File: src/rtl/pong_match_ctrl.sv
// Pong match sequencer: serve gating, miss detection, scoring, inter-point pause, winner.
// Optional PONG_AUTOSERVE_EN: SERVE also auto-advances to PLAY after PAUSE_FRAMES frame ticks.
module pong_match_ctrl #(
  parameter int unsigned SCREEN_WIDTH = 640,
  parameter int unsigned BALL_SIZE    = 10,
  parameter int unsigned MISS_MARGIN  = 2,
  parameter int unsigned WIN_SCORE    = 7,
  parameter int unsigned PAUSE_FRAMES = 60
) (
  input  logic        clock,
  input  logic        reset,
  input  logic        frame_tick,
  input  logic        serve_btn,
  input  logic [15:0] Ball_X,
  output logic        start_game,
  output logic        ball_reset,
  output logic [3:0]  score1,
  output logic [3:0]  score2,
  output logic [1:0]  winner,
  output logic [2:0]  game_state
);

  localparam int unsigned RIGHT_LIMIT = SCREEN_WIDTH - BALL_SIZE - MISS_MARGIN;

  typedef enum logic [2:0] {
    ST_IDLE  = 3'd0,
    ST_SERVE = 3'd1,
    ST_PLAY  = 3'd2,
    ST_POINT = 3'd3,
    ST_OVER  = 3'd4
  } state_e;

  state_e      state_q, state_d;
  logic        serve_q, serve_d;
  logic        start_game_q, start_game_d;
  logic        ball_reset_q, ball_reset_d;
  logic [3:0]  score1_q, score1_d;
  logic [3:0]  score2_q, score2_d;
  logic [1:0]  winner_q, winner_d;
  logic [7:0]  pause_cnt_q, pause_cnt_d;

  logic        serve_rise;
  logic        left_miss;
  logic        right_miss;
  logic        pause_last;

  function automatic logic [3:0] sat_inc(input logic [3:0] v);
    return (v == 4'hF) ? v : v + 4'd1;
  endfunction

  // Next-state and registered-output logic
  always_comb begin
    serve_rise   = serve_btn & ~serve_q;
    left_miss    = (Ball_X <= 16'(MISS_MARGIN)) | Ball_X[15];
    right_miss   = Ball_X >= 16'(RIGHT_LIMIT);
    pause_last   = pause_cnt_q == 8'(PAUSE_FRAMES - 1);

    state_d      = state_q;
    serve_d      = serve_btn;
    ball_reset_d = 1'b0;
    score1_d     = score1_q;
    score2_d     = score2_q;
    winner_d     = winner_q;
    pause_cnt_d  = pause_cnt_q;

    case (state_q)
      ST_IDLE: begin
        score1_d = 4'd0;
        score2_d = 4'd0;
        winner_d = 2'b00;
        if (serve_rise) begin
          state_d      = ST_SERVE;
          ball_reset_d = 1'b1;
          pause_cnt_d  = 8'd0;
        end
      end
      ST_SERVE: begin
        if (serve_rise) begin
          state_d = ST_PLAY;
`ifdef PONG_AUTOSERVE_EN
        end else if (frame_tick) begin
          if (pause_last) state_d = ST_PLAY;
          else            pause_cnt_d = pause_cnt_q + 8'd1;
`endif
        end
      end
      ST_PLAY: begin
        // Left miss wins when both edges report a miss
        if (left_miss) begin
          score2_d    = sat_inc(score2_q);
          state_d     = ST_POINT;
          pause_cnt_d = 8'd0;
        end else if (right_miss) begin
          score1_d    = sat_inc(score1_q);
          state_d     = ST_POINT;
          pause_cnt_d = 8'd0;
        end
      end
      ST_POINT: begin
        if (frame_tick) begin
          if (pause_last) begin
            if (score1_q == 4'(WIN_SCORE)) begin
              state_d  = ST_OVER;
              winner_d = 2'b01;
            end else if (score2_q == 4'(WIN_SCORE)) begin
              state_d  = ST_OVER;
              winner_d = 2'b10;
            end else begin
              state_d      = ST_SERVE;
              ball_reset_d = 1'b1;
              pause_cnt_d  = 8'd0;
            end
          end else begin
            pause_cnt_d = pause_cnt_q + 8'd1;
          end
        end
      end
      ST_OVER: begin
        if (serve_rise) begin
          state_d  = ST_IDLE;
          score1_d = 4'd0;
          score2_d = 4'd0;
          winner_d = 2'b00;
        end
      end
      default: begin
        state_d     = ST_IDLE;
        score1_d    = 4'd0;
        score2_d    = 4'd0;
        winner_d    = 2'b00;
        pause_cnt_d = 8'd0;
      end
    endcase

    start_game_d = (state_d == ST_PLAY);
  end

  always_ff @(posedge clock or posedge reset) begin
    if (reset) begin
      state_q      <= ST_IDLE;
      serve_q      <= 1'b0;
      start_game_q <= 1'b0;
      ball_reset_q <= 1'b0;
      score1_q     <= 4'd0;
      score2_q     <= 4'd0;
      winner_q     <= 2'b00;
      pause_cnt_q  <= 8'd0;
    end else begin
      state_q      <= state_d;
      serve_q      <= serve_d;
      start_game_q <= start_game_d;
      ball_reset_q <= ball_reset_d;
      score1_q     <= score1_d;
      score2_q     <= score2_d;
      winner_q     <= winner_d;
      pause_cnt_q  <= pause_cnt_d;
    end
  end

  assign start_game = start_game_q;
  assign ball_reset = ball_reset_q;
  assign score1     = score1_q;
  assign score2     = score2_q;
  assign winner     = winner_q;
  assign game_state = 3'(state_q);

endmodule

File: config.mk
export PLATFORM = sky130hd
export DESIGN_NAME = pong_match_ctrl
export DESIGN_NICKNAME = d
export VERILOG_FILES = /design/src/rtl/pong_match_ctrl.sv
export SDC_FILE = /design/constraint.sdc
export NUM_CORES = 1
export LEC_CHECK = 0
export CAP_MARGIN = 25
export CORE_MARGIN = 3
export CORE_UTILIZATION = 45
export CTS_BUF_LIST = sky130_fd_sc_hd__clkbuf_4
export DETAILED_ROUTE_END_ITERATION = 16
export PLACE_DENSITY = 0.76
export SYNTH_ARGS = -nofsm -noshare
export SYNTH_HDL_FRONTEND = slang
export SYNTH_SLANG_ARGS = --single-unit
File: constraint.sdc
create_clock -name clock -period 1.8 [get_ports clock]
set_input_delay 0.45 -clock clock [delete_from_list [all_inputs] [get_ports clock]]
set_output_delay 0.45 -clock clock [all_outputs]
set_load 0.03 [all_outputs]
Yosys cells after proc, flatten, opt, wreduce, memory -nomap -nowiden
Cells that the tools add are included.
{"block": "word_totals", "register_bits": 24, "output_inout_bits": 15, "inputBits": 20, "wordCells": 88}
{"block": "classes", "addsub": 3, "n_eq_ne": 23, "n_lt_le_gt_ge": 2, "n_reduce_logical": 8, "muxes": 38, "bitwise_logic": 6}
{"cell": "2-to-1 mux 8 bit", "n": 7}
{"cell": "case mux 8 bit (4 select lines)", "n": 1}
{"cell": "2-to-1 mux 3 bit", "n": 9}
{"cell": "2-to-1 mux 4 bit", "n": 6}
{"cell": "case mux 4 bit (3 select lines)", "n": 2}
{"cell": "!= test 2 bit (second input constant)", "n": 9}
{"cell": ">= comparator 16 x 10 -> 1 bit (second input constant)", "n": 1}
{"cell": "less-or-equal comparator 16 x 2 -> 1 bit (second input constant)", "n": 1}
{"cell": "case mux 3 bit (5 select lines)", "n": 1}
{"cell": "!= test 3 bit (second input constant)", "n": 4}
{"cell": "2-to-1 mux 2 bit", "n": 5}
{"cell": "AND reduction 5 bit", "n": 2}
{"cell": "== test 3 x 2 -> 1 bit (second input constant)", "n": 3}
{"cell": "adder 4 x 1 -> 4 bit (second input constant)", "n": 2}
{"cell": "adder 8 x 1 -> 8 bit (second input constant)", "n": 1}
{"cell": "== test 4 x 3 -> 1 bit (second input constant)", "n": 2}
{"cell": "== test 4 bit (second input constant)", "n": 2}
{"cell": "== test 8 x 6 -> 1 bit (second input constant)", "n": 1}
{"cell": "case mux 2 bit (3 select lines)", "n": 1}
{"cell": "AND reduction 6 bit", "n": 1}
{"cell": "OR reduction 2 bit", "n": 3}
{"cell": "2-to-1 mux 1 bit", "n": 5}
{"cell": "inverter 1 bit", "n": 4}
{"cell": "AND reduction 4 bit", "n": 1}
{"cell": "6 further kinds", "n": 6}

Depth between registers and ports, before layout
Gate-level depths: netlist of the first run.
{"block": "depth", "depth_word": 7, "mapped_depth": 6}

Worst setup path after synthesis of the first run
No wires, ideal clock.
{"block": "synth_path", "path_kind": "flip-flop to flip-flop", "startpoint": "register score1_q[0] (netlist: score1[0])", "endpoint": "register pause_cnt_q[1]", "synth_period_minus_slack_ps": 1863, "arrival_ps": 1784, "stages_incl_launch_ff": 7, "required_time_ps": 1721, "setup_ps": 79, "path_slack_ps": -63, "cell_sequence": "dfrtp_1 ha_1 nand3b_1 o21ai_0 and3_1 a211oi_2 mux2i_1"}
{"block": "synth_via", "elab_chain_cells": 3}
{"element": "start: declaration", "line_no": "37", "rtl": "logic [3:0] score1_q, score1_d;"}
{"element": "start signal: assignment", "line_no": "153", "rtl": "score1_q <= score1_d;"}
{"element": "== test 4 x 3 -> 1 bit", "line_no": "102", "rtl": "if (score1_q == 4'(WIN_SCORE)) begin"}
{"element": "!= test 3 bit (no source line)"}
{"element": "AND reduction 6 bit (no source line)"}
{"element": "end signal: assignment", "line_no": "156", "rtl": "pause_cnt_q <= pause_cnt_d;"}
{"element": "end: declaration", "line_no": "40", "rtl": "logic [7:0] pause_cnt_q, pause_cnt_d;"}
No other way between the ends.
A chain may end at the register's enable or synchronous reset.

Final worst setup path of the first run
{"block": "layout_path", "startpoint": "register pause_cnt_q[0]", "endpoint": "register start_game_q (netlist: start_game)"}
{"block": "layout_via", "elab_chain_cells": 5}
{"element": "== test 8 x 6 -> 1 bit", "line_no": "56", "rtl": "pause_last = pause_cnt_q == 8'(PAUSE_FRAMES - 1);"}
{"element": "2-to-1 mux 3 bit", "line_no": "101", "rtl": "if (pause_last) begin"}
{"element": "2-to-1 mux 3 bit", "line_no": "100", "rtl": "if (frame_tick) begin"}
{"element": "case mux 3 bit (5 select lines)", "line_no": "66", "rtl": "case (state_q)"}
{"element": "named net state_d[0]", "line_no": "33", "rtl": "state_e state_q, state_d;"}
{"element": "== test 3 x 2 -> 1 bit", "line_no": "135", "rtl": "start_game_d = (state_d == ST_PLAY);"}
{"element": "named net start_game_d", "line_no": "35", "rtl": "logic start_game_q, start_game_d;"}
{"element": "end signal: assignment", "line_no": "151", "rtl": "start_game_q <= start_game_d;"}
{"element": "end: declaration", "line_no": "35"}
The timed path passes the listed nets, and every way through them passes these cells.

==> results.py, run 1 <==
metrics = {
    "outcome": {
        "outcome": "finished, violations left",
        "violations": "negative setup slack",
    },
    "floorplanning": {
        "die_w_um": 63.7,
        "die_y_um": 63.7,
        "start_util_pct": 48.3,
        "placeableCoreArea_um2": 3100,
        "io_pins": 35,
        "rows": 20,
        "die_area_um2": 4060,
    },
    "drt": {
        "top_layer": "met4",
        "vias_per_cell": 5.80,
        "drtAntennaViolNets": 0,
        "vias": 1601,
        "wl_met2_um": 2460,
        "dr_wl_met3_um": 208,
        "drtIter0Drc": 84,
        "drt-pass1-iter-count": 4,
        "avgRoutedWirePerCell_um": 16.4,
        "wirelength_um": 4520,
        "drc_errors": 0,
        "drt-met1-wl_um": 1760,
    },
    "setup_path": {
        "crit_arrival_ps": 2150,
        "critPathKind": "reg2reg",
        "crit_path_end_kind": "register",
        "worst-path-max-fanout": 4,
        "cp.required_ps": 2020,
        "start_kind": "register",
        "rr_worst_depth": 7,
    },
    "placement": {
        "gp_congestion": 0.824,
        "dp_hpwl_um": 3190,
        "portBuffers": 34,
        "place_area_um2": 2100,
        "placedCellCount": 264,
    },
    "layout": {
        "multi_input_area_um2": 960,
        "seq_area_um2": 603,
        "diodes": 0,
        "final_net_count": 256,
        "final_cell_area_um2": 2320,
        "nFillCells": 239,
        "fin_cells": 276,
        "drive_gt1_share_pct": 32.8,
        "syn2layout_area_growth_pct": 55.1,
    },
    "sta": {
        "holdWs_ps": 439,
        "tightest_slew_ps": 326,
        "rsz0062_at_grt": "true",
        "fin_setup_tns_ps": -654,
        "fin_crit_sh_pct": 107,
        "setup_viol": 14,
        "period_minus_slack_ps": 1930,
        "fin_worst_skew_ps": 13.9,
        "slew_violations": 0,
        "maxSlewHeadroom_pct": 78.2,
        "fmax_mhz": 519,
        "finalWorstSetupSlack_ps": -129,
        "finalHoldViolCount": 0,
    },
    "grt": {
        "grt_overflow": 0,
        "grt_pass1_vias": 1649,
        "grt_use_total_pct": 22.6,
        "grt_pass1_wl_um": 7420,
        "grt_max_degree": 25,
        "antenna_found_initial": 0,
    },
    "logic_synthesis": {
        "ys_types": 53,
        "yosys.area.top_type": "dfrtp_1",
        "ys_ff_latch": 24,
        "netlist_instances": 159,
        "ys_seq_area_share_pct": 40.1,
        "yosysMostFrequentCell": "dfrtp_1",
        "async_flop_share_pct": 100,
        "ys_warn_count": 0,
        "synth_commonest_cells": "dfrtp_1 (24), nand2_1 (15), nor2_1 (13)",
        "syn_nets": 182,
        "synth_top_area_share_pct": 40.1,
        "synth-edff-count": 0,
        "syn_avg_cell_area_um2": 9.42,
        "netlist_area_um2": 1500,
        "synth_top_flop_cell": "dfrtp_1",
        "netlist_top_cells_area": "dfrtp_1 (40%), nand3_1 (4.0%), nand2_1 (3.8%)",
    },
    "clock_tree": {
        "clock_sinks": 24,
        "cts_hold_buf": 0,
        "path_clk_slew_ps": 140,
        "clk_path_buf_depth": 2,
        "h-tree-depth": 1,
        "cts_buffers": 3,
        "cts_root_buffer": "clkbuf_4",
        "cts_tree": "built",
        "insertion_delay_ps": 330,
    },
    "power": {
        "p_total_mw": 2.39,
        "max-vdd-ir-drop_v": 0.000534,
        "power_leakage_nw": 1.16,
        "power_density_nw_per_um2": 1030,
    },
    "hold_path": {
        "hp-class": "in2async",
    },
    "job": {
        "maxCapViolCount": 0,
    },
}
==> layer usage <==
| layer | track usage, % | up-vias |
|---|---|---|
| met5 | 0 | - |
| met4 | 6.74 | 0 |
| met3 | 3.21 | 11 |
| met2 | 42.5 | 62 |
| met1 | 26.0 | 777 |
| li1 | - | 751 |
==> final cells by class <==
type | count | area share, %
Sequential cell | 24 | 26.0
Tap cell | 44 | 2.37
Inverter | 6 | 0.970
Clock buffer | 3 | 0.970
Clock inverter | 1 | 1.29
Timing Repair Buffer | 72 | 27.1
Multi-Input combinational cell | 126 | 41.3
==> worst max-delay path: stages, from the launching register on <==
cell and delay (ps):
dfrtp_1 390, ha_2 190, or4b_4 510, nor3_4 240, buf_4 170, a32oi_2 130
o221ai_2 120, nor3_2 70
==> per-stage QoR <==
step	setup WS [ps]	util (%)
after floorplan	4.38	-
after global placement	-427	67.7
after detailed placement	-505	67.7
after CTS	-106	71.2
after global routing	-228	74.8
final	-129	74.8
==> placed cells by master, fill, tap and decap left out, drive strengths merged, types with 2 or more instances in the layout <==
cell	n
a211oi	2
a21boi	2
a21oi	6
a31oi	7
and2	4
and3	6
buf	39
clkbuf	3
clkdlybuf4s50	11
dfrtp	24
dlygate4sd2	16
dlymetal6s2s	6
ha	3
inv	6
mux2i	4
nand2	15
nand2b	3
nand3	12
nand4	3
nor2	14
nor3	5
nor4	2
o211ai	3
o21a	3
o21ai	8
o31ai	4
or3	2
==> registers in the layout, indices dropped and copies added, names as in the netlist <==
register and count:
serve_q 1, score1 4, game_state 3, start_game 1
ball_reset 1, score2 4, winner 2, pause_cnt_q 8
==> timing repair <==
item	CTS	global route
pin swaps	8	13
resized for setup	25	24
endpoints found under the setup margin	28	24
setup buffers	5	3
==> cells by family (layout without fill, tap and decap cells) <==
family,Yosys count,after routing,synth area share (%)
AOI/OAI and AO/OA,44,44,22.8
and+or+nand+nor,74,74,28.1
adders and majority gates,3,3,2.51
muxes,5,5,3.43
buffers and inverters,9,82,3.09
DFF,24,24,40.1
==> final timing paths <==
path | to | start | slack (ps)
max in group asynchronous | game_state[0]$_DFF_PP0_ | reset | 1080
worst min register to register | pause_cnt_q[5]$_DFFE_PP0P_ | pause_cnt_q[5]$_DFFE_PP0P_ | 530
worst max register to register | start_game$_DFF_PP0_ | pause_cnt_q[0]$_DFFE_PP0P_ | -130
worst min-delay path | score1[0]$_DFFE_PP0P_ | reset | 440
worst max-delay path | start_game$_DFF_PP0_ | pause_cnt_q[0]$_DFFE_PP0P_ | -130
min in group clock | pause_cnt_q[5]$_DFFE_PP0P_ | pause_cnt_q[5]$_DFFE_PP0P_ | 530
==> where the power goes <==
group          internal, mW  switching (mW)
clock                 0.225           0.170
combinational         0.546           0.664
sequential            0.657           0.129
total                  1.43           0.963
(Power assumes the default switching activity.)
==> inputs of run 2 (changes only) <==
SKIP_LAST_GASP = 1   (was default)
==> run 2 against run 1 <==
  * Maximum frequency fell by 0.64%
  * Cell count did not move
  * Global-route usage fell by 0.68 points
  * Total power rose by 0.63%
  * Clock skew rose by 0.99 ps
  * Clock power barely moved
  * Hold slack improved by 2.6 ps
  * Routed wire length rose by 0.49%
  * The flow still finishes with violations (negative setup slack)
  * Final area rose by 0.75%
  * Critical path type unchanged
  * Sequential power barely moved
  * Utilization rose by 0.56 points
  * Sequential share of layout area fell by 0.19 points
==> results.py, run 2 (synthesis gave the netlist of run 1 again) <==
metrics = {
    "outcome": {
        "outcome": "finished, violations left",
        "violations": "negative setup slack",
    },
    "drt": {
        "drc_errors": 0,
        "drtIter0Drc": 156,
        "wirelength_um": 4550,
        "avgRoutedWirePerCell_um": 16.5,
        "drt-pass1-iter-count": 4,
        "vias": 1624,
        "drtAntennaViolNets": 0,
        "vias_per_cell": 5.88,
    },
    "grt": {
        "grt_pass1_wl_um": 7240,
        "antenna_found_initial": 0,
        "grt_overflow": 0,
        "grt_pass1_vias": 1641,
        "grt_max_degree": 25,
        "grt_use_total_pct": 21.9,
    },
    "layout": {
        "final_cell_area_um2": 2340,
        "final_cell_mix": "buf_4 (36), dfrtp_1 (22), dlygate4sd2_1 (16)",
        "largest_reg_flops": 8,
        "diodes": 0,
        "final_core_util_pct": 75.4,
        "final_net_count": 256,
        "drive_gt1_share_pct": 32.8,
        "regMostFlops": "pause_cnt_q",
        "nFillCells": 235,
        "fin_cells": 276,
        "syn2layout_area_growth_pct": 56.2,
        "final_common_cell": "buf_4",
    },
    "floorplanning": {
        "io_pins": 35,
        "placeableCoreArea_um2": 3100,
        "die_y_um": 63.7,
        "start_util_pct": 48.3,
        "die_area_um2": 4060,
        "die_w_um": 63.7,
        "rows": 20,
    },
    "power": {
        "seqPwrFrac_pct": 32.7,
        "p_int_mw": 1.44,
        "max-vdd-ir-drop_v": 0.000521,
        "clkPwrFrac_pct": 16.4,
        "power_leakage_nw": 1.14,
        "power_density_nw_per_um2": 1030,
        "p_sw_mw": 0.969,
        "pwr-share-comb_pct": 50.9,
        "sw_frac_of_total_pct": 40.3,
    },
    "sta": {
        "rsz0062_at_grt": "true",
        "maxSlewHeadroom_pct": 69.5,
        "slew_violations": 0,
        "finalHoldViolCount": 0,
        "fin_crit_sh_pct": 108,
        "fin_setup_tns_ps": -765,
        "tightest_slew_ps": 453,
        "holdWs_ps": 441,
        "fin_worst_skew_ps": 14.9,
        "fmax_mhz": 515,
        "finalWorstSetupSlack_ps": -141,
        "period_minus_slack_ps": 1940,
        "setup_viol": 14,
    },
    "setup_path": {
        "crit_path_end_kind": "register",
        "cp_slowest_stage_delay_ps": 510,
        "worst-path-max-fanout": 5,
        "cp.required_ps": 2050,
        "crit_arrival_ps": 2190,
        "worstPathCellList": "ha_2 > or4b_4 > nor3_4 > nand4_1 > o31ai_1",
        "critPathKind": "reg2reg",
        "rr_worst_depth": 5,
        "cp_slowest_cell": "or4b_4",
        "start_kind": "register",
        "crit_buf_inv": 0,
        "reg2reg_from": "pause_cnt_q[0]$_DFFE_PP0P_",
        "r2r_slack_ps": -140,
        "critical-path-top-delay-family": "simple AND/OR/NAND/NOR gates",
        "rr_endpoint": "winner[0]$_DFFE_PP0P_",
    },
    "clock_tree": {
        "cts_buffers": 3,
        "clk_path_buf_depth": 2,
        "path_clk_slew_ps": 140,
        "cts_hold_buf": 0,
        "clock_sinks": 24,
        "cts_root_buffer": "clkbuf_4",
        "cts_tree": "built",
        "insertion_delay_ps": 330,
        "h-tree-depth": 1,
    },
    "hold_path": {
        "hp-class": "in2async",
    },
    "job": {
        "maxCapViolCount": 0,
    },
    "placement": {
        "dp_hpwl_um": 3190,
        "portBuffers": 34,
        "placedCellCount": 264,
        "place_area_um2": 2100,
        "gp_congestion": 0.824,
    },
}
==> run 2: changes by cell type in the layout (fill, tap and decap cells not counted), sizes merged <==
cell           delta
clkdlybuf4s50     +2
dlymetal6s2s      -2
==> run 2: worst max-delay path by stage <==
stage / startpoint / endpoint / slack (ps) / depth (start not counted)
3_5_place_dp: Ball_X[12] / pause_cnt_q[1]$_DFFE_PP0P_ / -510 / 6
2_1_floorplan: pause_cnt_q[0]$_DFFE_PP0P_ / pause_cnt_q[7]$_DFFE_PP0P_ / 4 / 6
3_3_place_gp: Ball_X[12] / pause_cnt_q[1]$_DFFE_PP0P_ / -430 / 6
4_1_cts: Ball_X[12] / start_game$_DFF_PP0_ / -110 / 7
5_1_grt: pause_cnt_q[0]$_DFFE_PP0P_ / winner[0]$_DFFE_PP0P_ / -250 / 6
6_report: pause_cnt_q[0]$_DFFE_PP0P_ / winner[0]$_DFFE_PP0P_ / -140 / 5
==> run 2: what timing repair did <==
| action | 4_1_cts | 5_1_grt |
|---|---|---|
| resized for setup | 23 | 26 |
| pin swaps | 8 | 11 |
| endpoints found under the setup margin | 28 | 23 |
| gates cloned | 0 | 0 |
| buffers inserted | 5 | 3 |
==> run 2: per-stage QoR <==
stage / setup WS (ps) / power (mW)
3_5_place_dp: -505 / 1.91
5_1_grt: -253 / 2.57
3_3_place_gp: -427 / 1.85
2_1_floorplan: 4.38 / 1.43
4_1_cts: -106 / 2.31
6_report: -141 / 2.41
==> run 2: per-layer routing <==
metal / global-route usage [%] / share of wire, % / wire length, µm / vias to the layer above
li1: - / - / - / 754
met1: 25.4 / 39 / 1750 / 793
met2: 40.7 / 54 / 2440 / 64
met3: 3.39 / 5.0 / 228 / 13
met4: 7.01 / 2.6 / 118 / 0
met5: 0 / 0 / 0 / -
==> run 2: worst register-to-register path: stages (launching register included) <==
cell and delay [ps]:
dfrtp_1 390, ha_2 190, or4b_4 510, nor3_4 230, nand4_1 280, o31ai_1 260
==> run 2: power groups by stage <==
stage / registers [mW] / logic [mW] / clock network [mW]
3_5_place_dp: 0.789 / 1.12 / 0
3_3_place_gp: 0.775 / 1.08 / 0
2_1_floorplan: 0.892 / 0.540 / 0
5_1_grt: 0.806 / 1.33 / 0.431
4_1_cts: 0.778 / 1.13 / 0.399
6_report: 0.787 / 1.22 / 0.394
==> run 2: area by class of cell <==
class                   instances  area (µm²)  area share (%)
multi-input cells             126         982            42.0
repair buffers                 72         624            26.7
flip-flops and latches         24         603            25.8
well taps                      44        55.1            2.35
clock inverters                 1        30.0            1.28
clock buffers                   3        22.5           0.963
inverters                       6        22.5           0.963
